**src/rtl/psram_arb_pkg.sv**
```systemverilog
// Shared types and helpers for the PSRAM command-port arbiter and its picker.
// State encoding is fixed so debug taps and future clients decode it the same way.
package psram_arb_pkg;

    typedef enum logic [1:0] {
        ST_IDLE    = 2'd0,
        ST_GRANT   = 2'd1,
        ST_BUSY    = 2'd2,
        ST_RELEASE = 2'd3
    } arb_state_t;

    localparam int DEF_ADDR_W = 23;
    localparam int DEF_DATA_W = 16;

    function automatic int clog2(input int n);
        int r;
        r = 0;
        while ((1 << r) < n) r++;
        return r;
    endfunction

endpackage

```
**src/rtl/rr_pick.sv**
```systemverilog
// Combinational round-robin picker: first set req scanning ptr, ptr+1, ... mod N.
// Zero latency; no backpressure (pure function of req and ptr).
module rr_pick #(
    parameter int N = 4,
    parameter int W = 2
) (
    input  logic [N-1:0] req,
    input  logic [W-1:0] ptr,
    output logic [W-1:0] idx,
    output logic         vld
);

    int p;

    // Scan from the farthest candidate down so the nearest one to ptr wins last.
    always_comb begin
        idx = '0;
        vld = |req;
        p   = 0;
        for (int k = N - 1; k >= 0; k--) begin
            p = (int'(ptr) + k) % N;
            if (req[p[W-1:0]]) idx = p[W-1:0];
        end
    end

endmodule

```
**src/rtl/psram_rr_arbiter.sv**
```systemverilog
// Round-robin arbiter sharing one PSRAM controller port; grant one cycle after request.
// Requesters wait (hold req) until granted; strobes route only to the registered winner.
module psram_rr_arbiter
    import psram_arb_pkg::*;
#(
    parameter int NPORTS  = 4,
    parameter int ADDR_W  = DEF_ADDR_W,
    parameter int DATA_W  = DEF_DATA_W,
    parameter int TIMEOUT = 1024
) (
    input  logic                     clk,
    input  logic                     reset_n,
    input  logic [NPORTS-1:0]        req,
    input  logic [NPORTS-1:0]        wr,
    input  logic [NPORTS-1:0]        rd,
    input  logic [NPORTS-1:0]        ub,
    input  logic [NPORTS-1:0]        lb,
    input  logic [NPORTS-1:0]        burst,
    input  logic [NPORTS*ADDR_W-1:0] addr,
    input  logic [NPORTS*DATA_W-1:0] data_wr,
    output logic [NPORTS-1:0]        grant,
    output logic [NPORTS-1:0]        port_data_ok,
    output logic [NPORTS-1:0]        port_op_begun,
    output logic [NPORTS-1:0]        port_op_finished,
    output logic                     timeout_err,
    input  logic                     op_begun,
    input  logic                     op_finished,
    input  logic                     data_ok,
    output logic [DATA_W-1:0]        app_data_out,
    output logic [ADDR_W-1:0]        app_addr,
    output logic                     app_wr,
    output logic                     app_rd,
    output logic                     app_ub,
    output logic                     app_lb,
    output logic                     app_burst
);

    localparam int WW = clog2(NPORTS);
    localparam int TW = clog2(TIMEOUT);
    localparam logic [WW-1:0] LAST  = WW'(NPORTS - 1);
    localparam logic [TW-1:0] TLAST = TW'(TIMEOUT - 1);

    arb_state_t        state_q, state_d;
    logic [NPORTS-1:0] grant_q, grant_d;
    logic [WW-1:0]     win_q, win_d;
    logic [WW-1:0]     rr_ptr_q, rr_ptr_d;
    logic [TW-1:0]     timer_q, timer_d;
    logic              terr_q, terr_d;
    logic [WW-1:0]     pick_idx;
    logic              pick_vld;

    rr_pick #(.N(NPORTS), .W(WW)) u_pick (
        .req (req),
        .ptr (rr_ptr_q),
        .idx (pick_idx),
        .vld (pick_vld)
    );

    always_ff @(posedge clk or negedge reset_n) begin
        if (!reset_n) begin
            state_q  <= ST_IDLE;
            grant_q  <= '0;
            win_q    <= '0;
            rr_ptr_q <= '0;
            timer_q  <= '0;
            terr_q   <= 1'b0;
        end else begin
            state_q  <= state_d;
            grant_q  <= grant_d;
            win_q    <= win_d;
            rr_ptr_q <= rr_ptr_d;
            timer_q  <= timer_d;
            terr_q   <= terr_d;
        end
    end

    always_comb begin
        state_d  = state_q;
        grant_d  = grant_q;
        win_d    = win_q;
        rr_ptr_d = rr_ptr_q;
        timer_d  = timer_q;
        terr_d   = terr_q;
        case (state_q)
            ST_IDLE: begin
                if (pick_vld) begin
                    grant_d = NPORTS'(1) << pick_idx;
                    win_d   = pick_idx;
                    timer_d = '0;
                    state_d = ST_GRANT;
                end
            end
            ST_GRANT: begin
                timer_d = timer_q + TW'(1);
                // op_begun outranks withdraw and timeout in the same cycle.
                if (op_begun) begin
                    if (op_finished) begin
                        state_d = ST_RELEASE;
                        grant_d = '0;
                    end else begin
                        state_d = ST_BUSY;
                    end
                end else if (!req[win_q]) begin
                    state_d = ST_RELEASE;
                    grant_d = '0;
                end else if (timer_q == TLAST) begin
                    terr_d  = 1'b1;
                    state_d = ST_RELEASE;
                    grant_d = '0;
                end
            end
            ST_BUSY: begin
                if (op_finished) begin
                    state_d = ST_RELEASE;
                    grant_d = '0;
                end
            end
            ST_RELEASE: begin
                rr_ptr_d = (win_q == LAST) ? '0 : win_q + WW'(1);
                grant_d  = '0;
                state_d  = ST_IDLE;
            end
            default: state_d = ST_IDLE;
        endcase
    end

    // AND-OR mux keyed on the registered one-hot grant; all zero when idle.
    always_comb begin
        app_data_out = '0;
        app_addr     = '0;
        app_wr       = 1'b0;
        app_rd       = 1'b0;
        app_ub       = 1'b0;
        app_lb       = 1'b0;
        app_burst    = 1'b0;
        for (int i = 0; i < NPORTS; i++) begin
            app_data_out = app_data_out | ({DATA_W{grant_q[i]}} & data_wr[i*DATA_W +: DATA_W]);
            app_addr     = app_addr     | ({ADDR_W{grant_q[i]}} & addr[i*ADDR_W +: ADDR_W]);
            app_wr       = app_wr       | (grant_q[i] & wr[i]);
            app_rd       = app_rd       | (grant_q[i] & rd[i]);
            app_ub       = app_ub       | (grant_q[i] & ub[i]);
            app_lb       = app_lb       | (grant_q[i] & lb[i]);
            app_burst    = app_burst    | (grant_q[i] & burst[i]);
        end
    end

    assign grant            = grant_q;
    assign timeout_err      = terr_q;
    assign port_data_ok     = {NPORTS{data_ok}}     & grant_q;
    assign port_op_begun    = {NPORTS{op_begun}}    & grant_q;
    assign port_op_finished = {NPORTS{op_finished}} & grant_q;

endmodule

```
**config.mk**
```make
export PLATFORM = sky130hd
export DESIGN_NAME = psram_rr_arbiter
export DESIGN_NICKNAME = d
export VERILOG_FILES = /design/src/rtl/psram_arb_pkg.sv /design/src/rtl/rr_pick.sv /design/src/rtl/psram_rr_arbiter.sv
export SDC_FILE = /design/constraint.sdc
export NUM_CORES = 1
export LEC_CHECK = 0
export ABC_AREA = 1
export BUFFER_PORTS_ARGS = -buffer_cell sky130_fd_sc_hd__buf_2
export CAP_MARGIN = 20
export CORE_AREA = 2 2 96 98
export DETAILED_ROUTE_END_ITERATION = 6
export DIE_AREA = 0 0 98 100
export PLACE_DENSITY = 0.7
export SYNTH_ARGS = -nofsm -noshare
export SYNTH_HDL_FRONTEND = slang
export SYNTH_SLANG_ARGS = --single-unit
```
**constraint.sdc**
```tcl
create_clock -name clk -period 1.6 [get_ports clk]
set_clock_uncertainty 0.05 [all_clocks]
set_input_delay 0.16 -clock clk [delete_from_list [all_inputs] [get_ports clk]]
set_output_delay 0.16 -clock clk [all_outputs]
set_load 0.01 [all_outputs]
```
# Word level (Yosys, flattened, before mapping)

Cells that the tools add are included.

$add $sub $neg: 5
Magnitude comparators: 5
Equal/unequal tests: 8
Shift operators: 1
Muxes and demuxes: 30
Bitwise gates (word level): 53
Reduce and logical (&&, ||, !) cells: 8

Operator list:

| cell                                                                          | number |
|---|---|
| 23-bit AND                                                                    | 4 |
| 23-bit OR                                                                     | 3 |
| 16-bit AND                                                                    | 4 |
| 16-bit OR                                                                     | 3 |
| 1-bit AND                                                                     | 20 |
| 2-bit two-way mux                                                             | 10 |
| 4-bit two-way mux                                                             | 5 |
| 10-bit case mux with 2 select lines                                           | 1 |
| 4-bit case mux with 4 select lines                                            | 1 |
| 2-bit by 3-bit less-than comparator with 1-bit output (second input constant) | 5 |
| 1-bit OR                                                                      | 15 |
| 4-bit AND                                                                     | 3 |
| 10-bit by 1-bit adder with 10-bit output (second input constant)              | 1 |
| 1-bit binary-select mux with 2-bit select                                     | 5 |
| 10-bit equality test (second input constant)                                  | 1 |
| 10-bit two-way mux                                                            | 1 |
| 2-bit case mux with 4 select lines                                            | 1 |
| 2-bit equality test (second input constant)                                   | 3 |
| 1-bit two-way mux                                                             | 6 |
| 2-bit AND reduction                                                           | 3 |
| 2-bit by 1-bit adder with 2-bit output (second input constant)                | 2 |
| 2-bit adder (second input constant)                                           | 2 |
| 2-bit inequality test (second input constant)                                 | 2 |
| 4-bit inequality test (second input constant)                                 | 1 |
| other kinds (8)                                                               | 8 |

Register bits after elaboration: 21
Input bits: 185
Output and inout bits: 61
Logic and storage cells: 116

# Depth between registers and ports, before layout

Depth in word-level cells: 10
Gate-level depth with buffers: 12

# Modules after synthesis

Synthesis repeated with hierarchy kept, for this count alone.

Cell total of the unflattened synthesis: 473
Area total of the unflattened synthesis: 2596.2 um^2

Modules (own cells, without submodules):

| module           | times used | cells an instance | area an instance (um^2) | sequential area each (um^2) |
|---|---|---|---|---|
| psram_rr_arbiter | 1          | 427               | 2407.3                  | 525.5 |
| rr_pick          | 1          | 46                | 188.9                   | 0.0 |

# Worst setup path after synthesis

OpenSTA, ideal clock, no wires.

Path type: register to register
Start point: register state_q[1]
End point: register timer_q[8]
Arrival: 1.484 ns
Setup slack: -0.003 ns
Cell stages (with the launch flop): 11
Path buffers: 0
Cell sequence: dfrtp_1 inv_1 ha_1 inv_2 o21ai_4 inv_4 nor2_8 nand2_4 nor2_4 a21oi_1 nor2_2

Word-level cells in the longest chain between the ends: 3
Elaborated cells on any way between the ends: 6

Ends and longest elaborated chain:

| item                                                                                       | RTL line               | source |
|---|---|---|
| start: declaration                                                                         | psram_rr_arbiter.sv:43 | `arb_state_t state_q, state_d;` |
| start signal: assignment                                                                   | psram_rr_arbiter.sv:68 | `state_q <= state_d;` |
| 2-bit by 1-bit equality test with 1-bit output / 2-bit logical NOT (equally long branches) | psram_rr_arbiter.sv:84 | `case (state_q)` |
| 2-bit nonzero test (no line) / 2-bit inequality test (equally long branches)               | -                      |  |
| 2-bit AND reduction (no line)                                                              | -                      |  |
| end signal: assignment                                                                     | psram_rr_arbiter.sv:72 | `timer_q <= timer_d;` |
| end: declaration                                                                           | psram_rr_arbiter.sv:47 | `logic [TW-1:0] timer_q, timer_d;` |

Parallel ways exist; a longest one is shown, timed or not.
A chain may end at the register's enable or synchronous reset.

# Worst setup path after layout

Start point: register rr_ptr_q[0]
End point: register win_q[0]

Word-level cells in the longest chain between the ends: 7
Elaborated cells on any way between the ends: 15

Ends and longest elaborated chain:

| item                                      | RTL line               | source |
|---|---|---|
| start: declaration                        | psram_rr_arbiter.sv:46 | `logic [WW-1:0] rr_ptr_q, rr_ptr_d;` |
| start signal: assignment                  | psram_rr_arbiter.sv:71 | `rr_ptr_q <= rr_ptr_d;` |
| 2-bit adder                               | rr_pick.sv:21          | `p = (int'(ptr) + k) % N;` |
| 1-bit binary-select mux with 2-bit select | rr_pick.sv:22          | `if (req[p[W-1:0]]) idx = p[W-1:0];` |
| 1-bit two-way mux (implied by the code)   | rr_pick.sv:22          |  |
| 2-bit two-way mux (3 in series)           | rr_pick.sv:22          |  |
| 2-bit two-way mux *                       | rr_pick.sv:22          |  |
| end signal: assignment                    | psram_rr_arbiter.sv:70 | `win_q <= win_d;` |
| end: declaration                          | psram_rr_arbiter.sv:45 | `logic [WW-1:0] win_q, win_d;` |

Every way passes the cells marked *; elsewhere a longest branch is shown, timed or not. The select of a mux whose other input is x is not followed.

==> flow_summary.yaml <==
min_path:
  hold_depth: 4
  worstHoldEndpoint: "timeout_err"
  hp-start: "op_begun"
  worstHoldPathType: "in -> reg"
critical_path:
  endpoint_kind: "flop"
  critPathLaunchType: "flop"
  cp.arrival_ns: 1.73
  worstSetupPathType: "reg -> reg"
  r2r-end: "win_q[0]"
  cp_max_fo: 6
  rrSetupSlack_ns: -0.02
  r2r_cells: 8
  worstPathRequired_ns: 1.71
  r2r-start: "rr_ptr_q[0]"
cells_and_area:
  stdcell_count: 844
  fill_cells: 913
  final_common_cell: "buf_2"
  layout_common_cells: "245 x buf_2, 227 x nand2_1, 46 x nand4_1"
  utilization_pct: 50.1
  fin_area_sq_um: 4450
  final_nets: 924
  layout-drive-gt1-share_pct: 48.8
  syn2layout_area_growth_pct: 72.5
timing:
  fmax_ghz: 0.619
  rsz0062_at_grt: "true"
  setup_viol: 2
  holdWs_ns: 0.297
  fin_crit_ns: 1.62
  tightest_slew_ns: 0.467
  finalHoldViolCount: 0
  max-slew-margin-rel_pct: 68.9
  slew_violations: 0
  fin_ws_ns: -0.0159
  period_share_pct: 101
  setup-tns-final_ns: -0.0234
synthesis:
  synth_cell_types: 36
  synth_area_sq_um: 2580
  yosysWarnings: 0
  syn_nets: 655
  postSynthAreaPerCell_sq_um: 5.58
  synth_seq_area_share_pct: 20.3
  syn_inst: 463
  synth-seq-cells: 21
cts:
  htreeDepth: 1
  clk_pin_slew_worst_paths_ns: 0.08
  cts.sinks: 21
  ctsLongestPathBuffers: 2
  cts_tree: "done"
  clock_tree.root_cell: "clkbuf_8"
  cts_made_buffers: 3
  clock_latency_ns: 0.27
power_and_ir_drop:
  power.share.switching_pct: 51.8
  combPwrFrac_pct: 79.0
  p_total_mw: 5.76
  p_int_mw: 2.78
  irDropWorstVdd_mv: 0.722
  p_leak_nw: 2.54
  power.share.sequential_pct: 14.7
  pwr-share-clk_pct: 6.3
  total_switching_power_mw: 2.98
  powerDensity_nw_per_um2: 1290
floorplan:
  num_rows: 35
  die_h_um: 100
  die_x_um: 98
  io_pins: 246
  start_util_pct: 29.0
  core_sq_um: 8890
  die-area_sq_um: 9800
global_route:
  first_global_vias: 3695
  grt.overflow.total: 0
  grtUsageTotal_pct: 23.8
  grt_max_degree: 41
  antenna_found_initial: 2
  grt_pass1_wl_mm: 18.7
placement:
  preCtsSetupSlack_ns: -0.00512
  io_buffers: 245
  gp_congestion: 0.863
  post-dp-hpwl_mm: 10.3
  placed_cells: 818
  place_area_sq_um: 4040
drt:
  wirelength_mm: 13.1
  drtPass1Iterations: 6
  post_drt_wl_per_cell_um: 15.5
  drc: 0
  detail-route-antenna-nets: 0
  vias_per_cell: 4.89
  drt_iter0_drc: 146
  vias: 4127
status:
  violations: "setup timing"
  status: "complete, but fails checks"
run:
  maxCapViolations: 0
power groups by stage:
stage,clock [mW],sequential (mW),combinational (mW)
final,0.363,0.846,4.56
after global routing,0.395,0.869,5.02
after CTS,0.359,0.826,3.95
after detailed placement,0,0.832,3.91
after global placement,0,0.824,3.84
after floorplan,0,0.801,2.31
critical path, cell delays in order, from the launching register on:
cell and delay (ns):
dfrtp_2 0.46, buf_6 0.15, o21ai_2 0.16, nand2_2 0.10, nand3_2 0.09, nand2_1 0.06, nand2_2 0.10, nand2_2 0.07
mux2_2 0.26
worst max path at each step:
stage | slack [ns] | cells past startpoint | to | from
floorplan | 0.03 | 10 | timer_q[8] | state_q[1]
global placement | 0.08 | 9 | grant[1] | state_q[1]
detailed placement | -0.005 | 10 | timer_q[8] | state_q[1]
CTS | 0.0007 | 10 | grant[2] | rr_ptr_q[0]
global route | -0.15 | 10 | grant[2] | rr_ptr_q[0]
finish | -0.02 | 8 | win_q[0] | rr_ptr_q[0]
Yosys cell counts:
cell type	count	area, sq um
buf_2	2	10.0
a211o_1	1	8.76
nand2_2	6	37.5
nor3b_1	1	7.51
a31o_2	1	8.76
o21ai_0	7	35.0
nand4_2	1	12.5
buf_1	2	7.51
inv_1	29	109
clkbuf_1	16	60.1
o21bai_1	1	7.51
o41ai_1	1	8.76
nor3b_2	1	12.5
nand2_4	1	11.3
buf_6	1	11.3
ha_1	7	87.6
nand2_1	235	882
dfrtp_1	21	526
nor2_8	1	20.0
a21oi_2	2	17.5
nor2_4	2	22.5
nand3_1	24	120
nor2_1	27	101
nor3_1	2	10.0
o21ai_1	2	10.0
o21ai_2	1	8.76
nor3_2	2	20.0
nor2_2	2	12.5
nand4_1	46	288
o31ai_1	1	7.51
inv_4	2	12.5
a21oi_1	6	30.0
o21ai_4	1	16.3
inv_2	6	22.5
xor2_1	1	8.76
mux2_2	1	11.3
routing by layer:
metal	vias up	share of wire (%)	global-route usage, %
met5	-	0	0
met1	1881	42	33.3
met4	0	1.6	3.53
li1	2034	-	-
met3	19	9.1	6.06
met2	193	47	37.9
kinds of logic (layout without fill, tap and decap cells):
family	after synthesis	count (layout)	synth area share, %
AOI/OAI and AO/OA	24	24	6.15
xor gates and xnor gates	1	1	0.339
adders and majority gates	7	7	3.39
buffers and inverters	58	326	9.01
DFF	21	21	20.3
muxes	1	1	0.436
other	0	2	0
and+or+nand+nor	351	351	60.3
timing repair:
item,in CTS,in global routing
hold endpoints to repair,21,0
endpoints found under the setup margin,12,27
buffers inserted,0,17
pin swaps,1,25
hold buffers,1,0
gates cloned,0,2
gates resized for setup,5,45
sequential cells by signal, indices dropped and copies added, names as in the netlist:
| register | count |
|---|---|
| win_q | 2 |
| timeout_err | 1 |
| timer_q | 10 |
| rr_ptr_q | 2 |
| state_q | 2 |
| grant | 4 |
layout make-up:
cell class	count	area [sq um]	share of cell area (%)
flip-flops and latches	21	533	12.0
diodes	2	5.00	0.112
multi-input cells	384	1970	44.1
clock buffers	4	45.0	1.01
inverters	37	146	3.29
well taps	111	139	3.12
repair buffers	285	1620	36.4
(Power assumes the default switching activity.)
